**config.mk**
```make
export PLATFORM = sky130hd
export DESIGN_NAME = led7_scan
export DESIGN_NICKNAME = d
export VERILOG_FILES = /design/src/rtl/led7_pkg.sv /design/src/rtl/led7_decode.sv /design/src/rtl/led7_scan.sv
export SDC_FILE = /design/constraint.sdc
export NUM_CORES = 1
export LEC_CHECK = 0
export ABC_AREA = 1
export CORE_MARGIN = 8
export CORE_UTILIZATION = 55
export CTS_CLUSTER_DIAMETER = 100
export CTS_CLUSTER_SIZE = 10
export DETAILED_ROUTE_END_ITERATION = 16
export PLACE_DENSITY = 0.81
export SLEW_MARGIN = 20
export SYNTH_ARGS = -nofsm -noshare
export SYNTH_HDL_FRONTEND = slang
export SYNTH_HIERARCHICAL = 1
export SYNTH_SLANG_ARGS = --single-unit
```
**constraint.sdc**
```tcl
create_clock -name clk_i -period 4.8 [get_ports clk_i]
set_clock_uncertainty 0.1 [all_clocks]
set_input_delay 0.96 -clock clk_i [delete_from_list [all_inputs] [get_ports clk_i]]
set_output_delay 0.96 -clock clk_i [all_outputs]
set_load 0.02 [all_outputs]
```
**src/rtl/led7_pkg.sv**
```systemverilog
// rtl/led7_pkg.sv - segment type and active-low glyph constants for the 7-segment scanner
package led7_pkg;

   typedef logic [7:0] seg_t;

   // {dp,g,f,e,d,c,b,a}, active-low, dp off
   localparam seg_t SEG_0 = 8'hC0;
   localparam seg_t SEG_1 = 8'hF9;
   localparam seg_t SEG_2 = 8'hA4;
   localparam seg_t SEG_3 = 8'hB0;
   localparam seg_t SEG_4 = 8'h99;
   localparam seg_t SEG_5 = 8'h92;
   localparam seg_t SEG_6 = 8'h82;
   localparam seg_t SEG_7 = 8'hF8;
   localparam seg_t SEG_8 = 8'h80;
   localparam seg_t SEG_9 = 8'h90;
   localparam seg_t SEG_A = 8'h88;
   localparam seg_t SEG_B = 8'h83;
   localparam seg_t SEG_C = 8'hC6;
   localparam seg_t SEG_D = 8'hA1;
   localparam seg_t SEG_E = 8'h86;
   localparam seg_t SEG_F = 8'h8E;

   localparam seg_t       SEG_BLANK = 8'hFF;
   localparam logic [7:0] AN_OFF    = 8'hFF;

endpackage

```
**src/rtl/led7_decode.sv**
```systemverilog
// rtl/led7_decode.sv - combinational nibble + dp to active-low segment pattern
module led7_decode
   import led7_pkg::*;
(
   input  logic [3:0] nibble,
   input  logic       dp,
   output seg_t       seg
);

   seg_t glyph;

   always_comb begin
      glyph = SEG_BLANK;
      case (nibble)
         4'h0: glyph = SEG_0;
         4'h1: glyph = SEG_1;
         4'h2: glyph = SEG_2;
         4'h3: glyph = SEG_3;
         4'h4: glyph = SEG_4;
         4'h5: glyph = SEG_5;
         4'h6: glyph = SEG_6;
         4'h7: glyph = SEG_7;
         4'h8: glyph = SEG_8;
         4'h9: glyph = SEG_9;
         4'hA: glyph = SEG_A;
         4'hB: glyph = SEG_B;
         4'hC: glyph = SEG_C;
         4'hD: glyph = SEG_D;
         4'hE: glyph = SEG_E;
         4'hF: glyph = SEG_F;
         default: glyph = SEG_BLANK;
      endcase
   end

   assign seg = {~dp, glyph[6:0]};

endmodule

```
**src/rtl/led7_scan.sv**
```systemverilog
// rtl/led7_scan.sv - 8-digit multiplexed 7-segment driver with per-frame input snapshot; LED7_BLINK_EN adds blinking
module led7_scan
   import led7_pkg::*;
#(
   parameter int DIV_P      = 100000,
   parameter int BLINK_HALF = 62
) (
   input  logic        clk_i,
   input  logic        rst_i,
   input  logic [31:0] digits_i,
   input  logic [7:0]  dp_i,
   input  logic [7:0]  blank_i,
`ifdef LED7_BLINK_EN
   input  logic [7:0]  blink_i,
`endif
   output logic [7:0]  led7_an_o,
   output logic [7:0]  led7_seg_o
);

   localparam int CW = $clog2(DIV_P);

   logic [CW-1:0] cnt;
   logic [2:0]    idx;
   logic          init;
   logic [31:0]   sh_dig;
   logic [7:0]    sh_dp;
   logic [7:0]    sh_blank;
   logic          tick;
   logic          frame_end;
   logic          blank_now;
   logic [3:0]    nibble;
   seg_t          dec_seg;

   assign tick      = (cnt == CW'(DIV_P - 1));
   assign frame_end = tick && (idx == 3'd7);

   // The counters hold during the init cycle so digit 0 gets a full DIV_P slot.
   always_ff @(posedge clk_i or posedge rst_i) begin
      if (rst_i) begin
         cnt      <= '0;
         idx      <= '0;
         init     <= 1'b1;
         sh_dig   <= '0;
         sh_dp    <= '0;
         sh_blank <= '0;
      end else begin
         init <= 1'b0;
         if (init || frame_end) begin
            sh_dig   <= digits_i;
            sh_dp    <= dp_i;
            sh_blank <= blank_i;
         end
         if (!init) begin
            cnt <= tick ? '0 : cnt + 1'b1;
            if (tick)
               idx <= idx + 3'd1;
         end
      end
   end

`ifdef LED7_BLINK_EN
   localparam int FW = (BLINK_HALF > 1) ? $clog2(BLINK_HALF) : 1;

   logic [7:0]    sh_blink;
   logic [FW-1:0] fcnt;
   logic          phase;

   always_ff @(posedge clk_i or posedge rst_i) begin
      if (rst_i) begin
         sh_blink <= '0;
         fcnt     <= '0;
         phase    <= 1'b0;
      end else begin
         if (init || frame_end)
            sh_blink <= blink_i;
         if (frame_end) begin
            if (fcnt == FW'(BLINK_HALF - 1)) begin
               fcnt  <= '0;
               phase <= ~phase;
            end else begin
               fcnt <= fcnt + 1'b1;
            end
         end
      end
   end

   assign blank_now = sh_blank[idx] | (phase & sh_blink[idx]);
`else
   logic unused_blink_half;
   assign unused_blink_half = BLINK_HALF[0];
   assign blank_now         = sh_blank[idx];
`endif

   assign nibble = sh_dig[idx*4 +: 4];

   led7_decode u_decode (
      .nibble (nibble),
      .dp     (sh_dp[idx]),
      .seg    (dec_seg)
   );

   // Blanked digits keep their anode driven so every slot draws the same duty.
   always_ff @(posedge clk_i or posedge rst_i) begin
      if (rst_i) begin
         led7_an_o  <= AN_OFF;
         led7_seg_o <= SEG_BLANK;
      end else if (init) begin
         led7_an_o  <= AN_OFF;
         led7_seg_o <= SEG_BLANK;
      end else begin
         led7_an_o  <= ~(8'b1 << idx);
         led7_seg_o <= blank_now ? SEG_BLANK : dec_seg;
      end
   end

endmodule
```
==> flow_summary.yaml, run 1 <==
logic_synthesis:
  synth_top_area_cell: "dfrtp_1"
  synth.avg_cell_area_um2: 7.95
  yosys.area.top_type_share_pct: 39.5
  syn_area_um2: 4310
  synth-adder-area-share_pct: 4.07
  synth_common_cells: "193 x nand2_1, 75 x nand3_1, 68 x dfrtp_1"
  async_flop_share_pct: 100
  synth-seq-cells: 85
  synth_most_common_cell: "nand2_1"
  synth_edf_count: 0
  yosys_warnings: 6
  ys_seq_area_share_pct: 49.9
  synth_top_flop_cell: "dfrtp_1"
  synth_cell_types: 31
  synth-xor-area-share_pct: 1.42
  synthesis.instances: 542
  synth-compound-area-share_pct: 5.31
  synthMuxAreaShare_pct: 0
  synth_top_family_by_area: "simple AND/OR/NAND/NOR gates"
  synth_area_leaders: "dfrtp_1 39%, nand2_1 17%, dfstp_2 10%, nand3_1 8.7%, ha_1 4.1%"
  yosys.area_share.simple_pct: 31.7
  syn-num-nets: 606
sta:
  timing.hold.ws_ns: 0.410
  max_freq_mhz: 325
  fin_crit_ns: 3.07
  setup_slack_ns: 1.73
  slew_viol_final: 0
  rsz0062_at_grt: "false"
  setup-tns-final_ns: 0
  period_share_pct: 64.0
  worst_pin_slew_ns: 0.948
  slew_headroom_pct: 36.7
  finalSetupViolations: 0
  hold_viol: 0
worst_setup_path:
  path_max_fanout: 28
  cpMaxStageDelayCell: "dfrtp_1"
  crit_arrival_ns: 3.28
  required_ns: 5.01
  path_cells: "inv_1 -> o21ai_0 -> o22ai_1 -> nand2_1 -> nand2_1 -> inv_1 -> ha_1 -> nand2_1 -> nand3_1 -> nand2_1 -> inv_1 -> nand2_1"
  r2r_cells: 12
  critical_path_class: "reg2reg"
  ff2ff_setup_slack_ns: 1.73
  endpoint_kind: "register"
  max_stage_delay_ns: 0.88
  crit_path_start_kind: "register"
  regToRegStartpoint: "idx[0]$_DFFE_PP0P_"
  worst_path_most_repeated_cell: "nand2_1"
  r2r-end: "led7_seg_o[3]$_DFF_PP1_"
placement:
  io_buffer_count: 65
  place_ws_ns: 1.80
  gp_congestion: 0.841
  hpwl_um: 6690
  dp.cells: 684
  placed_cell_area_um2: 4940
clock_tree:
  cts_tree: "done"
  cts_resized: 0
  cts.sinks: 85
  clk_path_buf_depth: 2
  postCtsHoldBufs: 0
  clkTransAtPathRegs_ns: 0.09
  clkLatencyLatePin_ns: 0.36
  cts_inserted_buffers: 9
  cts_setup_buffers: 0
  htree_levels: 3
  cts_root_buffer: "clkbuf_8"
power:
  p_clk_share_pct: 34.2
  intPower_mw: 1.19
  netSwitchingPower_mw: 0.449
  ir_worst_vdd_mv: 0.182
  total_power_mw: 1.64
  seqPwrFrac_pct: 50.8
  switching_share_pct: 27.3
  p_leak_nw: 2.56
  p_per_area_nw_per_um2: 318
  comb_power_share_pct: 15.0
route:
  via_count: 3683
  detail_route.wirelength_um: 9710
  drt_iter0_markers: 249
  vias_per_cell: 5.26
  ant_nets: 0
  drc: 0
  post_drt_wl_per_cell_um: 13.9
  first_pass_iters: 5
global_route:
  grt_pass1_vias: 3720
  antenna_found_initial: 0
  overflow: 0
  grt_max_degree: 61
  grt_pass1_wl_um: 17100
  grt.total_usage_pct: 18.7
floorplan:
  die_width_um: 105
  fp.dieH_um: 105
  num_rows: 32
  core_um2: 7650
  ioPinCount: 66
  die_area_um2: 10900
  initial_core_util_pct: 56.3
status:
  status: "finished clean"
finish:
  diodes: 0
  drive_gt1_share_pct: 8.36
  nNetsFinal: 657
  area_growth_pct: 19.8
  final_util_pct: 67.5
  layout.cells.non_filler: 700
  multiInputGateArea_um2: 1840
  seq_area_um2: 2150
  fillers: 633
  stdcell_area_um2: 5160
worst_hold_path:
  min_to: "sh_dig[25]$_DFFE_PP0P_"
  hold_path_class: "reg2reg"
  whs_path_depth: 2
  min-delay-start: "sh_dig[25]$_DFFE_PP0P_"
job:
  drv_cap: 0
## flip-flops by register name (all words and copies together) (netlist names)
signal      count
cnt            17
idx             3
init            1
led7_an_o       8
led7_seg_o      8
sh_blank        8
sh_dig         32
sh_dp           8
## cell families after synthesis
family                   Yosys count
flip-flops                        85
buffers and inverters             69
XOR/XNOR                           7
other                              1
AND/OR/NAND/NOR                  325
adder cells (fa/ha/maj)           14
AO/OA/AOI/OAI                     41
## power groups by stage
stage / logic [mW] / clock network [mW] / registers, mW
after floorplan: 0.159 / 0 / 0.842
final: 0.247 / 0.562 / 0.834
after CTS: 0.248 / 0.570 / 0.833
after global placement: 0.238 / 0 / 0.843
after detailed placement: 0.247 / 0 / 0.845
after global routing: 0.281 / 0.598 / 0.842
## worst max-delay path: cells and delay by family, from the launching register on
family	cells	cell delay, ns
AND/OR/NAND/NOR	6	0.51
flip-flops	1	0.88
AO/OA/AOI/OAI	2	0.42
adder cells (fa/ha/maj)	1	0.27
buffers and inverters	3	0.82
## cells in the final DEF (no fill, tap or decap), types with 2 or more instances in the layout
cell,n
inv_1,35
nand2_1,193
xor2_1,4
clkinv_4,2
clkbuf_8,9
o22ai_1,10
nor2_2,2
nand4_1,5
buf_4,2
inv_2,5
nor2_1,42
clkdlybuf4s50_1,65
xnor2_1,3
o21ai_0,26
dfstp_2,17
bufinv_16,2
ha_1,14
o21bai_1,3
nor3_1,2
dfrtp_1,68
nand3_1,75
## routing by layer
metal  global-route usage, %  routed length, um  vias up
li1                        -                  -     1823
met1                    24.5               4370     1717
met2                    29.4               4520      124
met3                    4.03                611       19
met4                    8.07                202        0
met5                       0                  0        -
## worst max path at each step
stage                  startpoint                       to  slack, ns
2_1_floorplan               rst_i       cnt[0]$_DFFE_PP0N_       1.57
3_3_place_gp   idx[0]$_DFFE_PP0P_  led7_seg_o[3]$_DFF_PP1_       1.90
3_5_place_dp   idx[0]$_DFFE_PP0P_  led7_seg_o[3]$_DFF_PP1_       1.80
4_1_cts        idx[0]$_DFFE_PP0P_  led7_seg_o[3]$_DFF_PP1_       1.79
5_1_grt        idx[0]$_DFFE_PP0P_  led7_seg_o[3]$_DFF_PP1_       1.43
6_report       idx[0]$_DFFE_PP0P_  led7_seg_o[3]$_DFF_PP1_       1.73
## layout make-up
| cell class | instances | share of cell area (%) |
|---|---|---|
| clock buffer | 9 | 2.40 |
| timing repair buffer | 67 | 12.9 |
| tap | 102 | 2.47 |
| sequential | 85 | 41.6 |
| inverter | 42 | 3.10 |
| clock inverter | 7 | 1.92 |
| multi-input combinational | 388 | 35.6 |
Power figures use the tool's default switching activity.
==> run 2, diff against run 1 <==
CORE_UTILIZATION = 49   (was 55)
PLACE_DENSITY = 0.76   (was 0.81)
clock period = 2.65 ns   (was 4.8 ns; I/O delays follow)
==> flow_summary.yaml, run 2 (same netlist as run 1, synthesis figures left out) <==
status:
  status: "finished clean"
finish:
  reg_top3: "sh_dig (32), cnt (17)"
  nNetsFinal: 661
  largest_register_ffs: 32
  area_growth_pct: 21.0
  diodes: 0
  layout_common_cells: "193 x nand2_1, 75 x nand3_1, 68 x dfrtp_1"
  drive_gt1_share_pct: 8.80
  fillers: 759
  final_common_cell: "nand2_1"
  top_register: "sh_dig"
worst_setup_path:
  required_ns: 2.86
  crit_start: "idx[0]$_DFFE_PP0P_"
  critical_path_class: "reg2reg"
  endpoint: "led7_seg_o[3]$_DFF_PP1_"
  crit_arrival_ns: 2.50
  r2r_cells: 12
  regToRegStartpoint: "idx[0]$_DFFE_PP0P_"
  ff2ff_setup_slack_ns: 0.35
  r2r-end: "led7_seg_o[3]$_DFF_PP1_"
  crit_path_start_kind: "register"
  path_max_fanout: 17
  endpoint_kind: "register"
global_route:
  grt_max_degree: 86
  antenna_found_initial: 0
  grt.total_usage_pct: 17.3
  overflow: 0
  grt_pass1_wl_um: 16700
  grt_pass1_vias: 3644
floorplan:
  core_um2: 8640
  num_rows: 34
  fp.dieH_um: 110
  ioPinCount: 66
  die_area_um2: 12100
  die_width_um: 110
  initial_core_util_pct: 49.9
sta:
  hold_viol: 0
  setup-tns-final_ns: 0
  setup_slack_ns: 0.352
  slew_viol_final: 0
  max_freq_mhz: 435
  slew_headroom_pct: 44.8
  period_share_pct: 86.7
  fin_crit_ns: 2.30
  finalSetupViolations: 0
  worst_pin_slew_ns: 0.826
  rsz0062_at_grt: "false"
clock_tree:
  htree_levels: 3
  cts.sinks: 85
  cts_root_buffer: "clkbuf_8"
  cts_resized: 0
  cts_tree: "done"
  cts_setup_buffers: 0
  clk_path_buf_depth: 2
  clkLatencyLatePin_ns: 0.36
  postCtsHoldBufs: 0
  cts_inserted_buffers: 9
  clkTransAtPathRegs_ns: 0.08
route:
  first_pass_iters: 4
  drt_iter0_markers: 266
  drc: 0
  vias_per_cell: 5.18
  ant_nets: 0
  post_drt_wl_per_cell_um: 13.6
  detail_route.wirelength_um: 9690
  via_count: 3676
placement:
  place_ws_ns: 0.406
  io_buffer_count: 65
  gp_congestion: 0.869
  hpwl_um: 6630
job:
  drv_cap: 0
worst_hold_path:
  hold_path_class: "reg2reg"
  whs_path_depth: 2
power:
  p_leak_nw: 2.58
  ir_worst_vdd_mv: 0.285
  p_per_area_nw_per_um2: 572
[run 2: cell type report]
| type | count | area (um2) | share of cell area (%) |
|---|---|---|---|
| Multi-Input combinational cell | 388 | 1840 | 35.2 |
| Clock buffer | 12 | 155 | 2.98 |
| Tap cell | 108 | 135 | 2.59 |
| Clock inverter | 4 | 70.1 | 1.34 |
| Sequential cell | 85 | 2150 | 41.2 |
| Timing Repair Buffer | 71 | 708 | 13.6 |
| Inverter | 42 | 161 | 3.10 |
[run 2: where the power goes]
group | internal, mW | switching (mW)
sequential | 1.42 | 0.0853
combinational | 0.207 | 0.242
clock | 0.580 | 0.446
[run 2: how the worst min path moves through the flow]
stage                           startpoint                endpoint
finish              sh_dig[27]$_DFFE_PP0P_  sh_dig[27]$_DFFE_PP0P_
global route        sh_dig[20]$_DFFE_PP0P_  sh_dig[20]$_DFFE_PP0P_
CTS                 sh_dig[27]$_DFFE_PP0P_  sh_dig[27]$_DFFE_PP0P_
detailed placement  sh_dig[27]$_DFFE_PP0P_  sh_dig[27]$_DFFE_PP0P_
global placement     sh_dig[5]$_DFFE_PP0P_   sh_dig[5]$_DFFE_PP0P_
floorplan           sh_dig[10]$_DFFE_PP0P_  sh_dig[10]$_DFFE_PP0P_
[run 2: worst max-delay path, cell delays in order, from the launching register on]
cell     delay [ns]
dfrtp_1        0.38
inv_1          0.38
o21ai_0        0.14
o22ai_1        0.15
nand2_1        0.08
nand2_1        0.22
inv_1          0.15
ha_1           0.33
nand2_1        0.07
nand3_1        0.09
nand2_1        0.07
inv_1          0.03
nand2_1        0.05
[run 2: layer usage]
layer | routed length [um] | part of all wire [%] | track usage, %
met1 | 4430 | 46 | 23.0
met2 | 4520 | 47 | 26.5
met3 | 598 | 6.2 | 4.57
met4 | 144 | 1.5 | 6.27
met5 | 0 | 0 | 0
[run 2: stage by stage]
stage	cells	cell area [um2]	power [mW]	utilization, %	hold WS [ns]
2_1_floorplan	542	4310	1.81	-	0.370
3_3_place_gp	694	4990	1.97	57.8	0.387
3_5_place_dp	694	4990	1.98	57.8	0.389
4_1_cts	710	5220	3.01	60.4	0.409
5_1_grt	710	5220	3.14	60.4	0.432
6_report	710	5220	2.98	60.4	0.407
==> run 3, diff against run 2 <==
CORE_MARGIN = unset   (was 8)
==> flow_summary.yaml, run 3 (same netlist as run 1, synthesis figures left out) <==
floorplan:
  die_width_um: 95.8
  initial_core_util_pct: 51.4
  ioPinCount: 66
  num_rows: 33
  fp.dieH_um: 95.8
  die_area_um2: 9170
  core_um2: 8380
worst_setup_path:
  path_delay_family: "simple AND/OR/NAND/NOR gates"
  regToRegStartpoint: "idx[1]$_DFFE_PP0P_"
  path_cells: "inv_1 -> o21ai_0 -> o22ai_1 -> nand2_1 -> nand2_1 -> inv_1 -> ha_1 -> nand2_1 -> nand3_1 -> nand2_1 -> inv_1 -> nand2_1"
  r2r_cells: 12
  worst_path_most_repeated_cell: "nand2_1"
  path_max_fanout: 15
  cpMaxStageDelayCell: "dfrtp_1"
  max_stage_delay_ns: 0.38
  ff2ff_setup_slack_ns: 0.43
  endpoint_kind: "register"
  crit_arrival_ns: 2.41
  r2r-end: "led7_seg_o[3]$_DFF_PP1_"
  crit_path_start_kind: "register"
  critical_path_class: "reg2reg"
  required_ns: 2.85
  crit_buf_inv: 3
finish:
  drive_gt1_share_pct: 9.12
  stdcell_area_um2: 5230
  reg_top3: "sh_dig (32), cnt (17)"
  nNetsFinal: 662
  largest_register_ffs: 32
  final_common_cell: "nand2_1"
  diodes: 0
  top_register: "sh_dig"
  layout_common_cells: "193 x nand2_1, 75 x nand3_1, 68 x dfrtp_1"
  area_growth_pct: 21.4
clock_tree:
  cts_resized: 0
  cts_root_buffer: "clkbuf_8"
  cts.sinks: 85
  clkTransAtPathRegs_ns: 0.09
  cts_setup_buffers: 0
  cts_inserted_buffers: 9
  postCtsHoldBufs: 0
  clk_path_buf_depth: 2
  htree_levels: 3
  clkLatencyLatePin_ns: 0.36
  cts_tree: "done"
global_route:
  grt_pass1_wl_um: 16100
  grt.total_usage_pct: 22.7
  antenna_found_initial: 0
  overflow: 0
  grt_pass1_vias: 3505
  grt_max_degree: 86
worst_hold_path:
  min_to: "sh_dig[9]$_DFFE_PP0P_"
  whs_path_depth: 2
  hold_path_class: "reg2reg"
  min-delay-start: "sh_dig[9]$_DFFE_PP0P_"
sta:
  slew_headroom_pct: 65.4
  slew_viol_final: 0
  finalSetupViolations: 0
  fin_crit_ns: 2.22
  worst_pin_slew_ns: 0.519
  rsz0062_at_grt: "false"
  period_share_pct: 83.6
  max_freq_mhz: 451
  hold_viol: 0
  setup-tns-final_ns: 0
route:
  post_drt_wl_per_cell_um: 13.4
  via_count: 3719
  vias_per_cell: 5.25
  drt_iter0_markers: 165
  drc: 0
  ant_nets: 0
  first_pass_iters: 4
  detail_route.wirelength_um: 9460
placement:
  io_buffer_count: 65
  gp_congestion: 0.892
  hpwl_um: 6530
  placed_cell_area_um2: 4990
job:
  drv_cap: 0
power:
  ir_worst_vdd_mv: 0.300
  p_per_area_nw_per_um2: 584
  p_leak_nw: 2.60
status:
  status: "finished clean"
run 3: worst max-delay path by stage:
stage                        from                      end  slack [ns]  cells after the start
2_1_floorplan  idx[0]$_DFFE_PP0P_  led7_seg_o[3]$_DFF_PP1_        0.51                     14
3_5_place_dp   idx[1]$_DFFE_PP0P_  led7_seg_o[3]$_DFF_PP1_        0.52                     12
4_1_cts        idx[1]$_DFFE_PP0P_  led7_seg_o[3]$_DFF_PP1_        0.47                     12
3_3_place_gp   idx[1]$_DFFE_PP0P_  led7_seg_o[3]$_DFF_PP1_        0.63                     12
6_report       idx[1]$_DFFE_PP0P_  led7_seg_o[3]$_DFF_PP1_        0.43                     12
5_1_grt        idx[1]$_DFFE_PP0P_  led7_seg_o[3]$_DFF_PP1_        0.18                     12
run 3: area by class of cell:
cell class	count	area (um2)
fillers	725	3150
flip-flops and latches	85	2150
clock inverters	7	114
repair buffers	72	716
multi-input cells	388	1840
clock buffers	9	124
inverters	42	161
well taps	105	131
run 3: power by group:
| group | switching (mW) | internal (mW) | total [mW] |
|---|---|---|---|
| Sequential | 0.0922 | 1.42 | 1.52 |
| Combinational | 0.244 | 0.207 | 0.451 |
| Clock | 0.464 | 0.623 | 1.09 |
run 3: stage by stage:
stage               instances  util [%]  setup slack [ns]  hold slack, ns  total power, mW
floorplan                 542         -             0.514           0.370             1.81
global placement          692      59.6             0.627           0.392             1.97
detailed placement        692      59.6             0.523           0.393             1.99
CTS                       708      62.4             0.466           0.420             3.07
global route              708      62.4             0.180           0.448             3.20
finish                    708      62.4             0.433           0.427             3.05
run 3: layer usage:
layer  vias to the layer above  GRT usage [%]  wire [um]  share of wire (%)
met5                         -              0          0                  0
met1                      1764           31.0       4350                 46
met2                       111           36.6       4510                 48
li1                       1831              -          -                  -
met3                        13           4.42        477                5.0
met4                         0           6.84        131                1.4
run 3: worst min-delay path, cell delays in order, from the launching register on:
cell	delay, ns
dfrtp_1	0.36
nand3_1	0.08
nand2_1	0.06
